<file path="src/rtl/stream_demux_pkg.sv">
`default_nettype none
// +--------------------------------------------------------------------------+
// | Module      : stream_demux_pkg                                           |
// | Description : Shared types, default parameters and select-check helper   |
// |               for the registered valid/ready stream demultiplexer.       |
// | Revision    : 1.0 - initial release                                      |
// +--------------------------------------------------------------------------+
package stream_demux_pkg;

  // Occupancy of one per-channel output slot
  typedef enum logic {
    SLOT_EMPTY = 1'b0,
    SLOT_FULL  = 1'b1
  } slot_state_e;

  localparam int unsigned DEF_DATA_W = 8;
  localparam int unsigned DEF_N_CH   = 4;
  localparam int unsigned DEF_SEL_W  = 2;
  localparam int unsigned DEF_CNT_W  = 8;

  // A select addresses a real channel only when it is below the channel count
  function automatic logic sel_valid(input int unsigned sel, input int unsigned n_ch);
    return (sel < n_ch);
  endfunction

endpackage
`default_nettype wire

</file>
<file path="src/rtl/stream_demux_slot.sv">
`default_nettype none
// +--------------------------------------------------------------------------+
// | Module      : stream_demux_slot                                          |
// | Description : One-entry output register for a single demux channel.      |
// |               Load wins over drain so a beat can replace the one being   |
// |               taken in the same cycle.                                   |
// | Revision    : 1.0 - initial release                                      |
// +--------------------------------------------------------------------------+
module stream_demux_slot
  import stream_demux_pkg::*;
#(
  parameter int unsigned DATA_W = DEF_DATA_W
) (
  input  logic              clk,
  input  logic              rst_n,
  input  logic              load_i,
  input  logic [DATA_W-1:0] data_i,
  input  logic              ready_i,
  output logic              valid_o,
  output logic [DATA_W-1:0] data_o
);

  slot_state_e       state_q;
  logic [DATA_W-1:0] data_q;

  // Slot occupancy and held data; data only moves on a load
  always_ff @(posedge clk or negedge rst_n) begin
    if (!rst_n) begin
      state_q <= SLOT_EMPTY;
      data_q  <= '0;
    end else if (load_i) begin
      state_q <= SLOT_FULL;
      data_q  <= data_i;
    end else if ((state_q == SLOT_FULL) && ready_i) begin
      state_q <= SLOT_EMPTY;
    end
  end

  assign valid_o = (state_q == SLOT_FULL);
  assign data_o  = data_q;

endmodule
`default_nettype wire

</file>
<file path="src/rtl/stream_demux_reg.sv">
`default_nettype none
// +--------------------------------------------------------------------------+
// | Module      : stream_demux_reg                                           |
// | Description : Registered 1-to-N valid/ready demultiplexer. Each beat is  |
// |               parked in its channel's one-entry slot; beats whose select |
// |               names no channel are sunk and counted.                     |
// | Revision    : 1.0 - initial release                                      |
// +--------------------------------------------------------------------------+
// SEL_W must be wide enough that 2**SEL_W >= N_CH.
module stream_demux_reg
  import stream_demux_pkg::*;
#(
  parameter int unsigned DATA_W = DEF_DATA_W,
  parameter int unsigned N_CH   = DEF_N_CH,
  parameter int unsigned SEL_W  = DEF_SEL_W,
  parameter int unsigned CNT_W  = DEF_CNT_W
) (
  input  logic                   clk,
  input  logic                   rst_n,
  input  logic                   s_valid,
  output logic                   s_ready,
  input  logic [DATA_W-1:0]      s_data,
  input  logic [SEL_W-1:0]       s_sel,
  output logic [N_CH-1:0]        m_valid,
  input  logic [N_CH-1:0]        m_ready,
  output logic [N_CH*DATA_W-1:0] m_data,
  output logic                   drop_pulse,
  output logic [CNT_W-1:0]       drop_cnt,
  input  logic                   drop_clr
);

  localparam int unsigned SEL_SPAN = 1 << SEL_W;

  logic                active_q;
  logic                drop_pulse_q;
  logic [CNT_W-1:0]    drop_cnt_d;
  logic [CNT_W-1:0]    drop_cnt_q;

  logic                w_sel_ok;
  logic                w_accept;
  logic                w_drop;
  logic [SEL_SPAN-1:0] w_valid_pad;
  logic [SEL_SPAN-1:0] w_mready_pad;
  logic [N_CH-1:0]     w_load;

  // Widen per-channel flags to the full select space so any s_sel indexes in range
  always_comb begin
    w_valid_pad              = '0;
    w_mready_pad             = '0;
    w_valid_pad[N_CH-1:0]    = m_valid;
    w_mready_pad[N_CH-1:0]   = m_ready;
  end

  assign w_sel_ok = sel_valid(32'(s_sel), N_CH);

  // Ready is blocked for the first edge after reset release so nothing is accepted then
  always_comb begin
    s_ready = 1'b0;
    if (active_q) begin
      if (w_sel_ok) begin
        s_ready = ~w_valid_pad[s_sel] | w_mready_pad[s_sel];
      end else begin
        s_ready = 1'b1;
      end
    end
  end

  assign w_accept = s_valid & s_ready;
  assign w_drop   = w_accept & ~w_sel_ok;

  // Marks the design live one clock after reset is released
  always_ff @(posedge clk or negedge rst_n) begin
    if (!rst_n) begin
      active_q <= 1'b0;
    end else begin
      active_q <= 1'b1;
    end
  end

  genvar k;
  generate
    for (k = 0; k < N_CH; k++) begin : g_slot
      assign w_load[k] = w_accept & w_sel_ok & (s_sel == SEL_W'(k));

      stream_demux_slot #(
        .DATA_W (DATA_W)
      ) u_slot (
        .clk     (clk),
        .rst_n   (rst_n),
        .load_i  (w_load[k]),
        .data_i  (s_data),
        .ready_i (m_ready[k]),
        .valid_o (m_valid[k]),
        .data_o  (m_data[k*DATA_W +: DATA_W])
      );
    end
  endgenerate

  // Clear beats increment; the counter sticks at all-ones
  always_comb begin
    drop_cnt_d = drop_cnt_q;
    if (drop_clr) begin
      drop_cnt_d = '0;
    end else if (w_drop && (drop_cnt_q != {CNT_W{1'b1}})) begin
      drop_cnt_d = drop_cnt_q + 1'b1;
    end
  end

  // Drop pulse and saturating drop counter
  always_ff @(posedge clk or negedge rst_n) begin
    if (!rst_n) begin
      drop_pulse_q <= 1'b0;
      drop_cnt_q   <= '0;
    end else begin
      drop_pulse_q <= w_drop;
      drop_cnt_q   <= drop_cnt_d;
    end
  end

  assign drop_pulse = drop_pulse_q;
  assign drop_cnt   = drop_cnt_q;

endmodule
`default_nettype wire

</file>
<file path="config.mk">
export PLATFORM = sky130hd
export DESIGN_NAME = stream_demux_reg
export DESIGN_NICKNAME = d
export VERILOG_FILES = /design/src/rtl/stream_demux_pkg.sv /design/src/rtl/stream_demux_slot.sv /design/src/rtl/stream_demux_reg.sv
export SDC_FILE = /design/constraint.sdc
export NUM_CORES = 1
export LEC_CHECK = 0
export CAP_MARGIN = 0
export CORE_MARGIN = 2
export CORE_UTILIZATION = 42
export DETAILED_ROUTE_END_ITERATION = 12
export PLACE_DENSITY = 0.79
export SLEW_MARGIN = 20
export SYNTH_ARGS = -nofsm -noshare
export SYNTH_HDL_FRONTEND = slang
export SYNTH_SLANG_ARGS = --single-unit
</file>
<file path="constraint.sdc">
create_clock -name clk -period 1.9 [get_ports clk]
set_clock_uncertainty 0.2 [all_clocks]
set_input_delay 0.38 -clock clk [delete_from_list [all_inputs] [get_ports clk]]
set_output_delay 0.38 -clock clk [all_outputs]
set_load 0.005 [all_outputs]
</file>
==> results_dict.tcl <==
set metrics [dict create \
    status "complete, but fails checks" \
    violations "negative setup slack" \
    ys_dominant_reg_cell "dfrtp_1" \
    drt_iter0_markers 42 \
    irDropWorstVdd_mv 0.5991 \
    fmax_mhz 520.1 \
    synth_area_um2 1556 \
    routed_wl_um 3395 \
    cts_root_buf "clkbuf_8" \
    cts_inserted_buffers 5 \
    syn_area_per_cell_um2 14.82 \
    setup_viol_count_final 1 \
    nets 194 \
    max_stage_delay_ps 320 \
    die_w_um 64.88 \
    synth_cells 105 \
    powerDensity_nw_per_um2 988.1 \
    cts_sinks 37 \
    firstDrtPassIters 3 \
    dpl.hpwl_um 2575 \
    track_usage 0.1747 \
    synth_edf_count 0 \
    rows 22 \
    cp-start-kind "input pin" \
    crit_type "in2out" \
    synth_seq_area_share 0.5949 \
    worstPathArrival_ps 1340 \
    required_ps 1320 \
    die_y_um 64.88 \
    p_leak_nw 1.064 \
    place.port_buffers 53 \
    synthArstFlopShare 1.000 \
    drive_gt1_frac 0.3729 \
    start_util 0.4316 \
    synth_largest_area_cell "dfrtp_1" \
    worstSkewPairLatency_ps 280 \
    vias 1058 \
    synth_common_cells "dfrtp_1, mux2_2, buf_4, nand2b_1" \
    antenna_found_initial 0 \
    maxCapViolations 0 \
    critPathMaxFanout 5 \
    yosysMostFrequentCell "dfrtp_1" \
    min_period_ps 1923 \
    gp_congestion 0.8461 \
    synth-seq-cells 37 \
    grt_pass1_vias 1101 \
    synth_area_leaders "dfrtp_1, mux2_2, buf_4" \
    path_buf_inv 2 \
    endpoint_kind "primary output" \
    pre_cts_slack_ps -511.3 \
    antenna_cells 0 \
    grt_start_max_net_pins 38 \
    clk_pin_slew_ps 70 \
    yosysTopAreaCellShare 0.5949 \
    grt_overflow 0 \
    rsz0062_at_grt "true" \
    crit_chain "dlygate4sd2_1, nand4bb_1, o311ai_4, a21oi_1, buf_2" \
    cts-htree-levels 2 \
    die-area_um2 4209 \
    finalPower_mw 2.323 \
    final_max_slew_viol_count 0 \
    via_per_inst 4.702 \
    finalWorstSetupSlack_ps -22.80 \
    remaining_drc_errors 0 \
    io_pins 64 \
    cts_buffer_depth 2 \
    fin_setup_tns_ps -22.80 \
    path_delay_family "buffers and inverters" \
    grt_pass1_wl_um 5375 \
    period_share 1.012 \
    hp-class "reg2reg" \
    hold_viol 0 \
    cts_tree "yes" \
    wl_per_cell_um 15.09 \
    ys_warn_count 0 \
    detail-route-antenna-nets 0 \
    syn2layout_area_growth_pct 51.04 \
    slowest_stage "dlygate4sd2_1" \
    ys_types 21 \
    core_area_um2 3606 \
]
==> cell type report <==
class	instances	area, µm²
Multi-Input combinational cell	61	590.6
Sequential cell	37	925.9
Tap cell	48	60.06
Clock inverter	1	30.03
Fill cell	283	1255
Clock buffer	7	86.33
Timing Repair Buffer	71	658.1
==> placed cells by master, fill, tap and decap left out, drive strengths merged, types with 2 or more instances in the layout <==
| cell | Yosys | routed |
|---|---|---|
| clkdlybuf4s50 | 0 | 45 |
| dfrtp | 37 | 37 |
| nand2b | 3 | 3 |
| nand3 | 2 | 2 |
| conb | 2 | 10 |
| dlygate4sd2 | 0 | 4 |
| buf | 15 | 19 |
| nor3b | 2 | 2 |
| nand2 | 2 | 2 |
| mux2 | 32 | 32 |
| clkbuf | 0 | 7 |
| dlymetal6s2s | 0 | 2 |
==> path summary, 6_finish.rpt <==
path | from | end | cells after the start | slack [ps]
max | s_sel[0] | s_ready | 5 | -20
min | g_slot[1].u_slot.data_o[5] | g_slot[1].u_slot.data_o[5] | 1 | 290
max reg2reg | active_q | g_slot[1].u_slot.data_o[6] | 4 | 190
min reg2reg | g_slot[1].u_slot.data_o[5] | g_slot[1].u_slot.data_o[5] | 1 | 290
max in group asynchronous | rst_n | g_slot[3].u_slot.data_o[6] | 3 | 710
min in group asynchronous | rst_n | g_slot[1].u_slot.data_o[0] | 3 | 460
==> registers in the layout, summed over array words and instances (netlist names) <==
register               cells
g_slot.u_slot.data_o      32
g_slot.u_slot.valid_o      4
active_q                   1
==> repair_timing <==
item | in CTS | in global routing
resized for setup | 13 | 3
pin swaps | 2 | 2
buffers inserted | 1 | 1
hold buffers | 1 | 0
endpoints found under the hold margin | 37 | 0
endpoints found under the setup margin | 25 | 8
==> layer usage <==
metal  GRT usage  share of wire
met3     0.04167          0.050
met1      0.2048           0.40
met2      0.3003           0.53
met5           0              0
met4     0.08245          0.023
==> report_power, final <==
part	internal [mW]	switching, mW
Clock	0.428	0.263
Combinational	0.426	0.172
Sequential	0.947	0.0864
==> cells by family (layout without fill, tap and decap cells) <==
| family | after synthesis | after routing | share of synthesized area |
|---|---|---|---|
| muxes | 33 | 33 | 0.2379 |
| buffers and inverters | 15 | 79 | 0.07074 |
| and+or+nand+nor | 15 | 15 | 0.07959 |
| DFF | 37 | 37 | 0.5949 |
| other | 2 | 10 | 0.004825 |
| AOI/OAI and AO/OA | 3 | 3 | 0.01205 |
==> stage by stage <==
step | cell area (µm²) | hold slack (ps) | cells | utilization
4_1_cts | 2331 | 298.6 | 224 | 0.6464
3_5_place_dp | 2175 | 248.7 | 214 | 0.6031
6_report | 2351 | 290.9 | 225 | 0.6520
5_1_grt | 2351 | 324.5 | 225 | 0.6520
3_3_place_gp | 2175 | 233.7 | 214 | 0.6031
2_1_floorplan | 1587 | -115.6 | 113 | -
No activity file was read; power rests on OpenSTA's default activity.
